--- src/rtl/motion_pkg.sv ---
// Shared encodings for the motion sequencer: command, heading, FSM state, motor patterns.
// Pure declarations and combinational helpers; no latency.
// No handshake of its own.
package motion_pkg;

    typedef enum logic [1:0] {
        CMD_FWD   = 2'b00,
        CMD_LEFT  = 2'b01,
        CMD_RIGHT = 2'b10,
        CMD_STOP  = 2'b11
    } cmd_t;

    typedef enum logic [1:0] {
        HD_N = 2'b00,
        HD_E = 2'b01,
        HD_W = 2'b10,
        HD_S = 2'b11
    } heading_t;

    typedef enum logic [1:0] {
        ST_IDLE  = 2'b00,
        ST_BRAKE = 2'b01,
        ST_TURN  = 2'b10,
        ST_FWD   = 2'b11
    } state_t;

    // H-bridge patterns, motor[7] = in1 ... motor[0] = in8
    localparam logic [7:0] MOT_STOP  = 8'h00;
    localparam logic [7:0] MOT_FWD   = 8'hAA;
    localparam logic [7:0] MOT_LEFT  = 8'hA5;
    localparam logic [7:0] MOT_RIGHT = 8'h5A;

    // 90 degrees counter-clockwise: N->W->S->E->N
    function automatic heading_t turn_left(input heading_t h);
        heading_t r;
        case (h)
            HD_N:    r = HD_W;
            HD_W:    r = HD_S;
            HD_S:    r = HD_E;
            default: r = HD_N;
        endcase
        return r;
    endfunction

    // 90 degrees clockwise: N->E->S->W->N
    function automatic heading_t turn_right(input heading_t h);
        heading_t r;
        case (h)
            HD_N:    r = HD_E;
            HD_E:    r = HD_S;
            HD_S:    r = HD_W;
            default: r = HD_N;
        endcase
        return r;
    endfunction

endpackage

--- src/rtl/sync2.sv ---
// Two-flop synchronizer for a single asynchronous level input.
// Latency: 2 clk edges from d to q.
// No backpressure; samples every cycle.
module sync2 (
    input  logic clk,
    input  logic rst,
    input  logic d,
    output logic q
);

    logic [1:0] sync_d;
    logic [1:0] sync_q;

    // shift the raw input one stage down the chain
    always_comb begin
        sync_d = {sync_q[0], d};
    end

    // synchronizer flops, cleared by reset
    always_ff @(posedge clk or posedge rst) begin
        if (rst) begin
            sync_q <= 2'b00;
        end else begin
            sync_q <= sync_d;
        end
    end

    assign q = sync_q[1];

endmodule

--- src/rtl/motion_sequencer.sv ---
// Move-command sequencer driving the four-motor H-bridge and tracking heading.
// Latency: outputs registered, phase of N cycles starts the cycle after the handshake.
// Backpressure: cmd_ready only in IDLE; cmd ignored otherwise, cmd_valid may stay high.
module motion_sequencer
    import motion_pkg::*;
#(
    parameter int         BRAKE_CYCLES = 4,
    parameter int         TURN_CYCLES  = 50000,
    parameter int         FWD_CYCLES   = 100000,
    parameter logic [1:0] HEADING_INIT = 2'b00
) (
    input  logic       clk,
    input  logic       rst,
    input  logic       cmd_valid,
    input  logic [1:0] cmd,
    output logic       cmd_ready,
    input  logic       fir,
    output logic [7:0] motor,
    output logic [1:0] heading,
    output logic       turning,
    output logic       left,
    output logic       right,
    output logic       busy,
    output logic       done,
    output logic       abort
);

    localparam int MAX_BT  = (BRAKE_CYCLES > TURN_CYCLES) ? BRAKE_CYCLES : TURN_CYCLES;
    localparam int MAX_CYC = (MAX_BT > FWD_CYCLES) ? MAX_BT : FWD_CYCLES;
    localparam int CNT_W   = $clog2(MAX_CYC) + 1;

    localparam logic [CNT_W-1:0] BRAKE_LOAD = CNT_W'(BRAKE_CYCLES - 1);
    localparam logic [CNT_W-1:0] TURN_LOAD  = CNT_W'(TURN_CYCLES - 1);
    localparam logic [CNT_W-1:0] FWD_LOAD   = CNT_W'(FWD_CYCLES - 1);

    logic fir_s;
    cmd_t cmd_e;

    state_t           state_d,      state_q;
    logic [CNT_W-1:0] cnt_d,        cnt_q;
    logic             dir_right_d,  dir_right_q;
    logic             turn_pend_d,  turn_pend_q;
    logic             abort_pend_d, abort_pend_q;
    heading_t         heading_d,    heading_q;
    logic [7:0]       motor_d,      motor_q;
    logic             turning_d,    turning_q;
    logic             left_d,       left_q;
    logic             right_d,      right_q;
    logic             done_d,       done_q;
    logic             abort_d,      abort_q;

    sync2 u_fir_sync (
        .clk (clk),
        .rst (rst),
        .d   (fir),
        .q   (fir_s)
    );

    assign cmd_e = cmd_t'(cmd);

    // next-state, phase counter and registered-output decode
    always_comb begin
        state_d      = state_q;
        cnt_d        = cnt_q;
        dir_right_d  = dir_right_q;
        turn_pend_d  = turn_pend_q;
        abort_pend_d = abort_pend_q;
        heading_d    = heading_q;
        done_d       = 1'b0;
        abort_d      = 1'b0;

        case (state_q)
            ST_IDLE: begin
                if (cmd_valid) begin
                    case (cmd_e)
                        CMD_FWD: begin
                            if (fir_s) begin
                                // obstacle already in view: refuse the step outright
                                abort_d = 1'b1;
                            end else begin
                                state_d = ST_FWD;
                                cnt_d   = FWD_LOAD;
                            end
                        end
                        CMD_LEFT, CMD_RIGHT: begin
                            // every turn starts from a full stop
                            dir_right_d  = (cmd_e == CMD_RIGHT);
                            turn_pend_d  = 1'b1;
                            abort_pend_d = 1'b0;
                            state_d      = ST_BRAKE;
                            cnt_d        = BRAKE_LOAD;
                        end
                        default: begin
                            turn_pend_d  = 1'b0;
                            abort_pend_d = 1'b0;
                            state_d      = ST_BRAKE;
                            cnt_d        = BRAKE_LOAD;
                        end
                    endcase
                end
            end
            ST_BRAKE: begin
                if (cnt_q == '0) begin
                    if (turn_pend_q) begin
                        turn_pend_d = 1'b0;
                        state_d     = ST_TURN;
                        cnt_d       = TURN_LOAD;
                    end else begin
                        // brake ends either a STOP (done) or an obstacle cut (abort)
                        state_d      = ST_IDLE;
                        done_d       = ~abort_pend_q;
                        abort_d      = abort_pend_q;
                        abort_pend_d = 1'b0;
                    end
                end else begin
                    cnt_d = cnt_q - CNT_W'(1);
                end
            end
            ST_TURN: begin
                if (cnt_q == '0) begin
                    state_d   = ST_IDLE;
                    done_d    = 1'b1;
                    heading_d = dir_right_q ? turn_right(heading_q) : turn_left(heading_q);
                end else begin
                    cnt_d = cnt_q - CNT_W'(1);
                end
            end
            default: begin
                // obstacle wins over a count expiring on the same edge
                if (fir_s) begin
                    state_d      = ST_BRAKE;
                    cnt_d        = BRAKE_LOAD;
                    abort_pend_d = 1'b1;
                    turn_pend_d  = 1'b0;
                end else if (cnt_q == '0) begin
                    state_d = ST_IDLE;
                    done_d  = 1'b1;
                end else begin
                    cnt_d = cnt_q - CNT_W'(1);
                end
            end
        endcase

        case (state_d)
            ST_FWD:  motor_d = MOT_FWD;
            ST_TURN: motor_d = dir_right_d ? MOT_RIGHT : MOT_LEFT;
            default: motor_d = MOT_STOP;
        endcase
        turning_d = (state_d == ST_TURN);
        left_d    = turning_d & ~dir_right_d;
        right_d   = turning_d &  dir_right_d;
    end

    // FSM state and all registered outputs
    always_ff @(posedge clk or posedge rst) begin
        if (rst) begin
            state_q      <= ST_IDLE;
            cnt_q        <= '0;
            dir_right_q  <= 1'b0;
            turn_pend_q  <= 1'b0;
            abort_pend_q <= 1'b0;
            heading_q    <= heading_t'(HEADING_INIT);
            motor_q      <= MOT_STOP;
            turning_q    <= 1'b0;
            left_q       <= 1'b0;
            right_q      <= 1'b0;
            done_q       <= 1'b0;
            abort_q      <= 1'b0;
        end else begin
            state_q      <= state_d;
            cnt_q        <= cnt_d;
            dir_right_q  <= dir_right_d;
            turn_pend_q  <= turn_pend_d;
            abort_pend_q <= abort_pend_d;
            heading_q    <= heading_d;
            motor_q      <= motor_d;
            turning_q    <= turning_d;
            left_q       <= left_d;
            right_q      <= right_d;
            done_q       <= done_d;
            abort_q      <= abort_d;
        end
    end

    assign cmd_ready = (state_q == ST_IDLE) & ~rst;
    assign busy      = (state_q != ST_IDLE);
    assign motor     = motor_q;
    assign heading   = heading_q;
    assign turning   = turning_q;
    assign left      = left_q;
    assign right     = right_q;
    assign done      = done_q;
    assign abort     = abort_q;

endmodule

--- config.mk ---
export PLATFORM = sky130hd
export DESIGN_NAME = motion_sequencer
export DESIGN_NICKNAME = d
export VERILOG_FILES = /design/src/rtl/motion_pkg.sv /design/src/rtl/sync2.sv /design/src/rtl/motion_sequencer.sv
export SDC_FILE = /design/constraint.sdc
export NUM_CORES = 1
export LEC_CHECK = 0
export ABC_AREA = 1
export CAP_MARGIN = 20
export CELL_PAD_IN_SITES_DETAIL_PLACEMENT = 1
export CELL_PAD_IN_SITES_GLOBAL_PLACEMENT = 1
export CORE_MARGIN = 5
export CORE_UTILIZATION = 46
export CTS_BUF_LIST = sky130_fd_sc_hd__clkbuf_2 sky130_fd_sc_hd__clkbuf_4 sky130_fd_sc_hd__clkbuf_8
export DETAILED_ROUTE_END_ITERATION = 10
export PLACE_DENSITY_LB_ADDON = 0.1
export SYNTH_ARGS = -nofsm -noshare
export SYNTH_HDL_FRONTEND = slang
export SYNTH_SLANG_ARGS = --single-unit
export TNS_END_PERCENT = 20
--- constraint.sdc ---
create_clock -name clk -period 4.15 [get_ports clk]
set_input_delay 0.83 -clock clk [delete_from_list [all_inputs] [get_ports clk]]
set_output_delay 0.83 -clock clk [all_outputs]
set_load 0.05 [all_outputs]
======== Word level (Yosys, flattened, before mapping) ========
Cells that the tools add are included.
cells by class
  $add $sub $neg .......................... 1
  eq/ne operators ......................... 15
  mux-type cells .......................... 46
  bitwise logic cells ..................... 7
  reductions and logical operators ........ 11
operators with widths
  kind                                                  number
  2-to-1 mux 18 bit                                     7
  one-hot mux 18 bit (3 select lines)                   1
  2-to-1 mux 1 bit                                      20
  zero test 18 bit                                      1
  one-hot mux 2 bit (3 select lines)                    3
  subtractor 18 x 1 -> 18 bit (second input constant)   1
  2-to-1 mux 2 bit                                      8
  one-hot mux 8 bit (2 select lines)                    1
  equality test 2 bit (second input constant)           6
  one-hot mux 1 bit (3 select lines)                    3
  2-to-1 mux 8 bit                                      1
  inequality test 2 bit (second input constant)         4
  equality test 2 x 1 -> 1 bit (second input constant)  3
  zero test 2 bit                                       3
  inequality test 3 bit (second input constant)         2
  AND reduction 6 bit                                   1
  AND reduction 5 bit                                   1
  inverter 1 bit                                        4
  one-hot mux 1 bit (2 select lines)                    2
  bitwise AND 1 bit                                     3
  AND reduction 3 bit                                   1
  nonzero test 3 bit                                    1
  AND reduction 2 bit                                   1
  nonzero test 2 bit                                    1
  OR reduction 2 bit                                    1
word-level totals
  bits in registers ....................... 40
  bits of input ports ..................... 6
  output and inout bits ................... 17
  word-level logic and storage cells ...... 93

======== Logic depth before layout (Yosys ltp) ========
Gate-level depths: netlist (run 1).
  word-level depth ........................ 7
  depth in mapped cells ................... 12
  mapped depth without buffers ............ 11

======== By module ========
From an unflattened synthesis (run 1), not the netlist that was laid out.
second synthesis, totals
  cell total of the unflattened synthesis .. 292
  area, all modules ....................... 2257.2 µm²
by module, submodules not included
  module            instances  cells each  area an instance (µm²)  sequential area each (µm²)
  motion_sequencer  1          289         2203.4                  800.8
  sync2             1          3           53.8                    50.0

======== Worst setup path before layout (run 1) ========
No wires, ideal clock.
  path kind ............................... in2out
  start point ............................. input rst
  end point ............................... output cmd_ready
  arrival time ............................ 1.484 ns
  required time ........................... 3.320 ns
  path slack .............................. 1.836 ns
  stages on the path ...................... 1
  path buffers ............................ 0
  cell sequence ........................... nor2_1
between the ends
  word-level cells in the longest chain between the ends .. 2
RTL lines
  item               RTL line                 source
  from (decl)        motion_sequencer.sv:13   input logic rst,
  inverter 1 bit     motion_sequencer.sv:185  assign cmd_ready = (state_q == ST_IDLE) & ~rst;
  bitwise AND 1 bit  motion_sequencer.sv:185
  to (decl)          motion_sequencer.sv:16   output logic cmd_ready,
No other way between the ends.

======== Final worst setup path (run 1) ========
Same ends and word-level chain as after synthesis.

==> impl_metrics.env, run 1 <==
export IMPL_outcome="finished, final reports clean"
export IMPL_peakVddDrop_mv=0.492
export IMPL_crit_required_ns=3.32
export IMPL_diodes=0
export IMPL_cp_arrival_ns=2.16
export IMPL_setup_viol=0
export IMPL_timing_final_crit_share_pct=72.0
export IMPL_die_h_um=81.1
export IMPL_root_buffer="clkbuf_8"
export IMPL_num_vias=2208
export IMPL_clk_pin_slew_ns=0.07
export IMPL_drc_errors=0
export IMPL_slowest_stage="clkdlybuf4s50_1"
export IMPL_antenna_found_initial=0
export IMPL_cts_tree="done"
export IMPL_ys_types=31
export IMPL_yosys_area_top_type="dfrtp_1"
export IMPL_worst_pin_slew_ns=0.790
export IMPL_synth_seq_cells=34
export IMPL_fp_dieArea_mm2=0.00658
export IMPL_yosysWarnings=0
export IMPL_grt_pass1_wl_um=11200
export IMPL_slowest_delay_ns=0.81
export IMPL_die_width_um=81.1
export IMPL_hold_class="reg2reg"
export IMPL_worstPathMaxFanout=2
export IMPL_cts_resized=0
export IMPL_port_buffers=22
export IMPL_drt_total_wl_um=6570
export IMPL_powerDensity_mw_per_mm2=689
export IMPL_hold_viol_final=0
export IMPL_fin_crit_ns=2.99
export IMPL_hold_buffers=0
export IMPL_io_pins=23
export IMPL_path_cells="clkdlybuf4s50_1, nor2_1, clkdlybuf4s50_1"
export IMPL_syn_nets=337
export IMPL_grt_use_total_pct=22.2
export IMPL_fin_skew_ns=0.00993
export IMPL_num_nets_final=356
export IMPL_drt_iter0_markers=133
export IMPL_crit_start="rst"
export IMPL_yosysSeqAreaShare_pct=36.6
export IMPL_clkLatencyLatePin_ns=0.30
export IMPL_grt_pass1_vias=2342
export IMPL_rows=25
export IMPL_tns_ns=0
export IMPL_wl_per_cell_um=15.9
export IMPL_post_dp_hpwl_um=4910
export IMPL_regToRegStartpoint="cnt_q[0]"
export IMPL_yosys_top_cells_area="dfrtp_1 37%, nand2_1 11%, nor2_1 8.2%"
export IMPL_cts_sinks=34
export IMPL_start_util_pct=48.3
export IMPL_whs_ns=0.355
export IMPL_cap_violations=0
export IMPL_numCtsBuffers=5
export IMPL_rsz0062_at_grt="no"
export IMPL_post_cts_buffers=0
export IMPL_slew_violations=0
export IMPL_endpoint_kind="output port"
export IMPL_design_core_area_mm2=0.00482
export IMPL_netlist_area_mm2=0.00233
export IMPL_ant_nets=0
export IMPL_htree_num_levels=2
export IMPL_max_slew_margin_pct=47.1
export IMPL_place_congestion=0.810
export IMPL_cp_start_kind="input pin"
export IMPL_first_pass_iters=4
export IMPL_synth_avg_cell_area_um2=7.14
export IMPL_drive_gt1_share_pct=12.1
export IMPL_area_growth_pct=15.7
export IMPL_fillers=664
export IMPL_viasPerCell=5.35
export IMPL_grt_max_degree=35
export IMPL_crit_top_cell="clkdlybuf4s50_1"
export IMPL_hp_start="u_fir_sync.sync_q[0]"
export IMPL_fmax_mhz=335
export IMPL_path_class="in2out"
export IMPL_grt_ovfl_total=0
export IMPL_p_leak_uw=0.00141
export IMPL_postSynthCellCount=326
export IMPL_cts_max_path_buffers=2
export IMPL_synth_top_area_share_pct=36.6
[power breakdown]
| part | internal [uW] | leakage, uW | switching, uW |
|---|---|---|---|
| combinational | 295 | 0.000902 | 613 |
| sequential | 433 | 0.000445 | 133 |
| clock | 241 | 0.0000683 | 139 |
| total | 969 | 0.00141 | 886 |
[final timing paths]
kind | depth (start not counted) | slack, ns | end
max | 3 | 1.16 | cmd_ready
min | 0 | 0.35 | u_fir_sync.sync_q[1]
max reg2reg | 10 | 1.80 | cnt_q[0]
min reg2reg | 0 | 0.35 | u_fir_sync.sync_q[1]
max in group asynchronous | 3 | 2.87 | cnt_q[7]
min in group asynchronous | 3 | 0.96 | cnt_q[9]
[cell usage after synthesis]
cell,instances
nor2_4,2
xor2_1,9
nand3b_1,1
o21ai_2,3
nand3_2,3
nand2_2,3
clkbuf_1,2
inv_1,37
nor3_1,3
xnor2_1,2
nand2_4,3
nand2_1,70
nor2_1,51
buf_2,1
a21oi_1,9
o21ai_1,2
o21ai_0,14
inv_4,1
ha_1,5
nand4_1,9
buf_4,6
nand2_8,1
o31ai_1,1
inv_2,6
buf_8,1
o21bai_1,1
nor2_2,11
dfrtp_1,34
nand3_1,33
buf_6,1
a21boi_1,1
[layout by cell type (no fill, tap or decap), types with 2 or more instances in the layout]
| cell | instances |
|---|---|
| xnor2_1 | 2 |
| nor2_1 | 51 |
| o21ai_0 | 14 |
| nand3_2 | 3 |
| o21ai_2 | 3 |
| ha_1 | 5 |
| nor2_2 | 11 |
| nor2_4 | 2 |
| inv_2 | 6 |
| nand3_1 | 33 |
| nand2_2 | 3 |
| nand4_1 | 9 |
| nand2_4 | 3 |
| a21oi_1 | 9 |
| clkdlybuf4s50_1 | 22 |
| o21ai_1 | 2 |
| bufinv_16 | 2 |
| xor2_1 | 9 |
| clkbuf_8 | 5 |
| inv_1 | 37 |
| dfrtp_1 | 34 |
| nand2_1 | 70 |
| nor3_1 | 3 |
[per-layer routing]
metal | share of wire [%] | track usage [%]
met1 | 47 | 29.6
met2 | 49 | 37.5
met3 | 3.4 | 2.88
met4 | 1.3 | 6.42
met5 | 0 | 0
[through the flow]
step	cells	setup WS (ns)	power [uW]	cell area (um2)	util [%]
after floorplan	326	1.84	1250	2330	-
after global placement	405	1.17	1430	2550	53.0
after detailed placement	405	1.16	1470	2550	53.0
after CTS	413	1.15	1860	2690	55.9
after global routing	413	1.12	2010	2690	55.9
final	413	1.16	1860	2690	55.9
[worst max-delay path: cells and delay by family]
kind                   cells  cell delay, ns
AND/OR/NAND/NOR            1            0.10
buffers and inverters      2            1.22
[flip-flops by register name, indices dropped and copies added, names as in the netlist, 2 cells and up]
register and count:
cnt_q 18, heading 2, motor 2, state_q 2
u_fir_sync.sync_q 2
[area by class of cell]
cell class / instances / area (um2) / area share [%]
multi-input cells: 237 / 1220 / 45.5
flip-flops and latches: 34 / 851 / 31.6
repair buffers: 23 / 228 / 8.46
inverters: 44 / 168 / 6.23
well taps: 67 / 83.8 / 3.11
clock buffers: 5 / 68.8 / 2.56
clock inverters: 3 / 68.8 / 2.56
[kinds of logic after synthesis]
kind of cell    share of synthesized area, %
flops                                   36.6
compound gates                          7.47
buf+inv                                 10.8
simple gates                            38.3
xor+xnor                                4.14
fa+ha+maj                               2.69
Note: power is estimated with default switching activity, not from simulation.
==> inputs of run 2 (changes only) <==
Settings changed: CORE_UTILIZATION 46 to 39.
Clock period 4.15 ns to 2.7 ns, I/O delays scaled along.
==> impl_metrics.env, run 2 (same netlist as run 1, synthesis figures left out) <==
export IMPL_hold_viol_final=0
export IMPL_largest_reg_flops=18
export IMPL_cts_max_path_buffers=2
export IMPL_crit_family="buffers and inverters"
export IMPL_peakVddDrop_mv=0.377
export IMPL_grt_max_degree=35
export IMPL_fin_skew_ns=0.00562
export IMPL_grt_pass1_wl_um=11300
export IMPL_timing_final_crit_share_pct=84.3
export IMPL_grt_ovfl_total=0
export IMPL_first_pass_iters=4
export IMPL_hold_depth=0
export IMPL_final_common_cell="nand2_1"
export IMPL_die_h_um=87.3
export IMPL_drive_gt1_share_pct=13.7
export IMPL_setup_viol=0
export IMPL_drt_total_wl_um=6600
export IMPL_num_vias=2156
export IMPL_hold_buffers=0
export IMPL_switching_share_pct=50.7
export IMPL_cts_tree="done"
export IMPL_antenna_found_initial=0
export IMPL_p_leak_uw=0.00142
export IMPL_num_nets_final=361
export IMPL_hold_class="reg2reg"
export IMPL_post_dp_hpwl_um=5090
export IMPL_die_width_um=87.3
export IMPL_seq_power_share_pct=32.4
export IMPL_regToRegStartpoint="cnt_q[0]"
export IMPL_endpoint_kind="output port"
export IMPL_power_frac_comb_pct=52.9
export IMPL_cts_resized=0
export IMPL_viasPerCell=5.06
export IMPL_path_cells="inv_2, nand2_4, clkdlybuf4s50_1"
export IMPL_final_cell_mix="70 x nand2_1, 51 x nor2_1, 37 x inv_1"
export IMPL_clk_pin_slew_ns=0.08
export IMPL_grt_pass1_vias=2341
export IMPL_worst_pin_slew_ns=0.625
export IMPL_hp_start="u_fir_sync.sync_q[0]"
export IMPL_post_dp_cell_area_mm2=0.00260
export IMPL_fin_crit_ns=2.28
export IMPL_start_util_pct=39.8
export IMPL_worstRegToRegCells=9
export IMPL_worstPathMaxFanout=7
export IMPL_cp_start_kind="flip-flop"
export IMPL_root_buffer="clkbuf_8"
export IMPL_cp_arrival_ns=1.74
export IMPL_max_slew_margin_pct=58.2
export IMPL_slowest_delay_ns=0.82
export IMPL_fin_area_mm2=0.00269
export IMPL_post_cts_buffers=0
export IMPL_numCtsBuffers=5
export IMPL_port_buffers=22
export IMPL_slew_violations=0
export IMPL_reg2reg_to="motor[5]"
export IMPL_io_pins=23
export IMPL_rows=28
export IMPL_fmax_mhz=439
export IMPL_rsz0062_at_grt="no"
export IMPL_tns_ns=0
export IMPL_cts_sinks=34
export IMPL_fp_dieArea_mm2=0.00761
export IMPL_path_class="reg2out"
export IMPL_outcome="finished, final reports clean"
export IMPL_hold_end="u_fir_sync.sync_q[1]"
export IMPL_wl_per_cell_um=15.5
export IMPL_place_congestion=0.862
export IMPL_design_core_area_mm2=0.00585
export IMPL_drc_errors=0
export IMPL_crit_required_ns=2.16
export IMPL_grt_use_total_pct=19.2
export IMPL_p_sw_uw=1350
export IMPL_r2r_slack_ns=0.57
export IMPL_top_register="cnt_q"
export IMPL_clkLatencyLatePin_ns=0.29
export IMPL_power_internal_uw=1320
export IMPL_diodes=0
export IMPL_area_growth_pct=15.6
export IMPL_powerDensity_mw_per_mm2=992
export IMPL_path_buf_inv=2
export IMPL_slowest_stage="clkdlybuf4s50_1"
export IMPL_drt_iter0_markers=138
export IMPL_clockPowerShare_pct=14.7
export IMPL_htree_num_levels=2
export IMPL_ant_nets=0
export IMPL_cap_violations=0
==> run 2: power by group through the flow <==
stage                     combinational [uW]  sequential, uW  clock, uW
after floorplan                         1070             850          0
after global placement                  1370             876          0
after detailed placement                1410             879          0
after CTS                               1430             868        407
after global routing                    1600             898        427
final                                   1410             865        393
==> run 2: cell type report <==
type / instances / area [um2]
tap: 75 / 93.8
fill: 757 / 3160
multi-input combinational: 237 / 1220
clock buffer: 5 / 68.8
sequential: 34 / 851
inverter: 44 / 168
clock inverter: 3 / 21.3
timing repair buffer: 28 / 263
==> run 2: how the worst max path moves through the flow <==
stage                    start   endpoint  slack, ns  depth (start not counted)
finish              state_q[0]       busy       0.42                          3
global placement        cmd[0]  cnt_q[13]       0.32                         11
floorplan           state_q[1]  cmd_ready       0.84                          3
CTS                 state_q[0]       busy       0.40                          3
global route        state_q[0]       busy       0.34                          3
detailed placement      cmd[1]   cnt_q[6]       0.26                         11
==> run 2: routing by layer <==
metal,part of all wire [%],vias to the layer above,routed length [um],global-route usage (%)
met1,44,1034,2880,22.9
met4,1.7,0,111,6.00
met5,0,-,0,0
met2,52,36,3410,34.8
met3,2.9,9,194,3.31
li1,-,1077,-,-
==> run 2: worst reg2reg max path, delay by kind of cell (launching register included) <==
kind | cells | cell delay (ns)
and+or+nand+nor | 4 | 0.66
AOI/OAI and AO/OA | 2 | 0.50
DFF | 1 | 0.39
buffers and inverters | 2 | 0.23
adders and majority gates | 1 | 0.23
==> run 2: per-stage QoR <==
stage	utilization [%]	cells	total power (uW)	hold slack (ns)	setup WS, ns
finish	46.0	426	2670	0.356	0.423
global route	46.0	426	2920	0.386	0.339
detailed placement	44.4	418	2290	0.337	0.264
floorplan	-	326	1920	0.331	0.838
global placement	44.4	418	2250	0.337	0.323
CTS	46.0	426	2700	0.357	0.403
==> inputs of run 3 (changes only) <==
Settings changed: CORE_UTILIZATION 39 to 43.
Clock period 2.7 ns to 2.25 ns, I/O delays scaled along.
==> impl_metrics.env, run 3 (same netlist as run 1, synthesis figures left out) <==
export IMPL_drt_iter0_markers=88
export IMPL_diodes=0
export IMPL_design_core_area_mm2=0.00517
export IMPL_final_common_cell="nand2_1"
export IMPL_hp_start="u_fir_sync.sync_q[0]"
export IMPL_clockPowerShare_pct=20.0
export IMPL_p_leak_uw=0.00147
export IMPL_cts_max_path_buffers=2
export IMPL_power_internal_uw=1850
export IMPL_hold_class="reg2reg"
export IMPL_viasPerCell=5.16
export IMPL_worstSetupPathDepth=9
export IMPL_path_buf_inv=2
export IMPL_timing_final_crit_share_pct=90.3
export IMPL_crit_family="simple AND/OR/NAND/NOR gates"
export IMPL_die_width_um=83.6
export IMPL_post_dp_hpwl_um=5180
export IMPL_slowest_delay_ns=0.40
export IMPL_antenna_found_initial=0
export IMPL_post_dp_cell_area_mm2=0.00264
export IMPL_top_register="cnt_q"
export IMPL_place_congestion=0.835
export IMPL_grt_pass1_wl_um=11600
export IMPL_num_vias=2188
export IMPL_grt_use_total_pct=20.6
export IMPL_crit_required_ns=2.44
export IMPL_peakVddDrop_mv=0.552
export IMPL_clk_pin_slew_ns=0.08
export IMPL_power_frac_comb_pct=50.1
export IMPL_grt_max_degree=35
export IMPL_powerDensity_mw_per_mm2=1250
export IMPL_hold_buffers=0
export IMPL_rsz0062_at_grt="no"
export IMPL_numCtsBuffers=5
export IMPL_outcome="finished, final reports clean"
export IMPL_slowest_stage="dfrtp_1"
export IMPL_drt_total_wl_um=6810
export IMPL_first_pass_iters=4
export IMPL_port_buffers=22
export IMPL_dp_cells=416
export IMPL_post_route_util_pct=53.8
export IMPL_seq_power_share_pct=30.0
export IMPL_num_nets_final=364
export IMPL_area_growth_pct=19.5
export IMPL_post_cts_buffers=0
export IMPL_rows=26
export IMPL_endpoint_kind="flip-flop"
export IMPL_p_sw_uw=1630
export IMPL_grt_pass1_vias=2341
export IMPL_max_slew_margin_pct=64.4
export IMPL_root_buffer="clkbuf_8"
export IMPL_largest_reg_flops=18
export IMPL_final_cell_mix="70 x nand2_1, 51 x nor2_1, 37 x inv_1"
export IMPL_multiInputGateArea_mm2=0.00122
export IMPL_switching_share_pct=46.9
export IMPL_ant_nets=0
export IMPL_fin_crit_ns=2.03
export IMPL_worst_pin_slew_ns=0.533
export IMPL_worstRegToRegCells=9
export IMPL_fin_skew_ns=0.00751
export IMPL_reg2reg_to="motor[5]"
export IMPL_hold_viol_final=0
export IMPL_setup_viol=0
export IMPL_fin_cells=424
export IMPL_regArea_um2=851
export IMPL_drc_errors=0
export IMPL_clkLatencyLatePin_ns=0.30
export IMPL_worstPathMaxFanout=9
export IMPL_tns_ns=0
export IMPL_io_pins=23
export IMPL_fin_area_mm2=0.00278
export IMPL_cp_start_kind="flip-flop"
export IMPL_whs_ns=0.356
export IMPL_grt_ovfl_total=0
export IMPL_cp_arrival_ns=2.22
export IMPL_r2r_slack_ns=0.22
export IMPL_hold_end="u_fir_sync.sync_q[1]"
export IMPL_slew_violations=0
export IMPL_regToRegStartpoint="cnt_q[1]"
export IMPL_fillers=668
export IMPL_cts_sinks=34
export IMPL_path_cells="inv_1, ha_1, nand3_1, nor2_2, nand3_2, o21ai_1, nand3_1, o21ai_0, inv_1"
export IMPL_drive_gt1_share_pct=14.4
export IMPL_wl_per_cell_um=16.1
export IMPL_fmax_mhz=492
export IMPL_cap_violations=0
export IMPL_path_class="reg2reg"
export IMPL_start_util_pct=45.0
export IMPL_hold_depth=0
export IMPL_htree_num_levels=2
export IMPL_die_h_um=83.6
export IMPL_fp_dieArea_mm2=0.00698
export IMPL_cts_tree="done"
==> run 3: cell types whose count changed in the layout (fill, tap and decap cells not counted) <==
cell	delta
buf_4	+1
bufinv_16	+2
clkinvlp_4	-1
buf_12	+2
o21ai_0	-1
clkdlybuf4s50_1	-1
o21ai_1	+1
dlymetal6s2s_1	+1
clkinv_2	-1
==> run 3: routing by layer <==
layer	vias to the layer above	track usage (%)	part of all wire, %
met5	-	0	0
met4	0	6.58	1.6
met3	10	3.85	2.9
met2	28	36.3	50
met1	1068	25.2	46
li1	1082	-	-
==> run 3: how the worst max path moves through the flow <==
stage	slack (ns)	from	end
after floorplan	0.39	cnt_q[0]	cnt_q[0]
after global placement	0.09	cmd[0]	cnt_q[17]
after detailed placement	-0.008	cmd[1]	cnt_q[15]
after CTS	0.01	state_q[1]	busy
after global routing	0.02	cnt_q[1]	motor[3]
final	0.22	cnt_q[1]	motor[5]
==> run 3: per-stage QoR <==
stage               setup WS, ns  power, uW
detailed placement      -0.00824       2780
floorplan                  0.391       2300
finish                     0.218       3480
global route              0.0183       3770
CTS                       0.0105       3510
global placement          0.0942       2720
==> run 3: cell type report <==
| cell class | count | area share [%] |
|---|---|---|
| clock buffer | 5 | 2.47 |
| clock inverter | 3 | 2.47 |
| inverter | 44 | 6.03 |
| multi-input combinational | 237 | 44.0 |
| sequential | 34 | 30.6 |
| tap | 70 | 3.15 |
| timing repair buffer | 31 | 11.2 |
==> run 3: power by group through the flow <==
stage               Combinational (uW)  Clock, uW  Sequential, uW
floorplan                         1280          0            1020
global placement                  1680          0            1040
detailed placement                1730          0            1050
CTS                               1760        710            1040
global route                      1970        731            1070
finish                            1740        694            1040
==> run 3: repair_timing <==
| action | 4_1_cts | 5_1_grt |
|---|---|---|
| hold endpoints to repair | 0 | 0 |
| resized for setup | 0 | 2 |
| endpoints found under the setup margin | 0 | 3 |
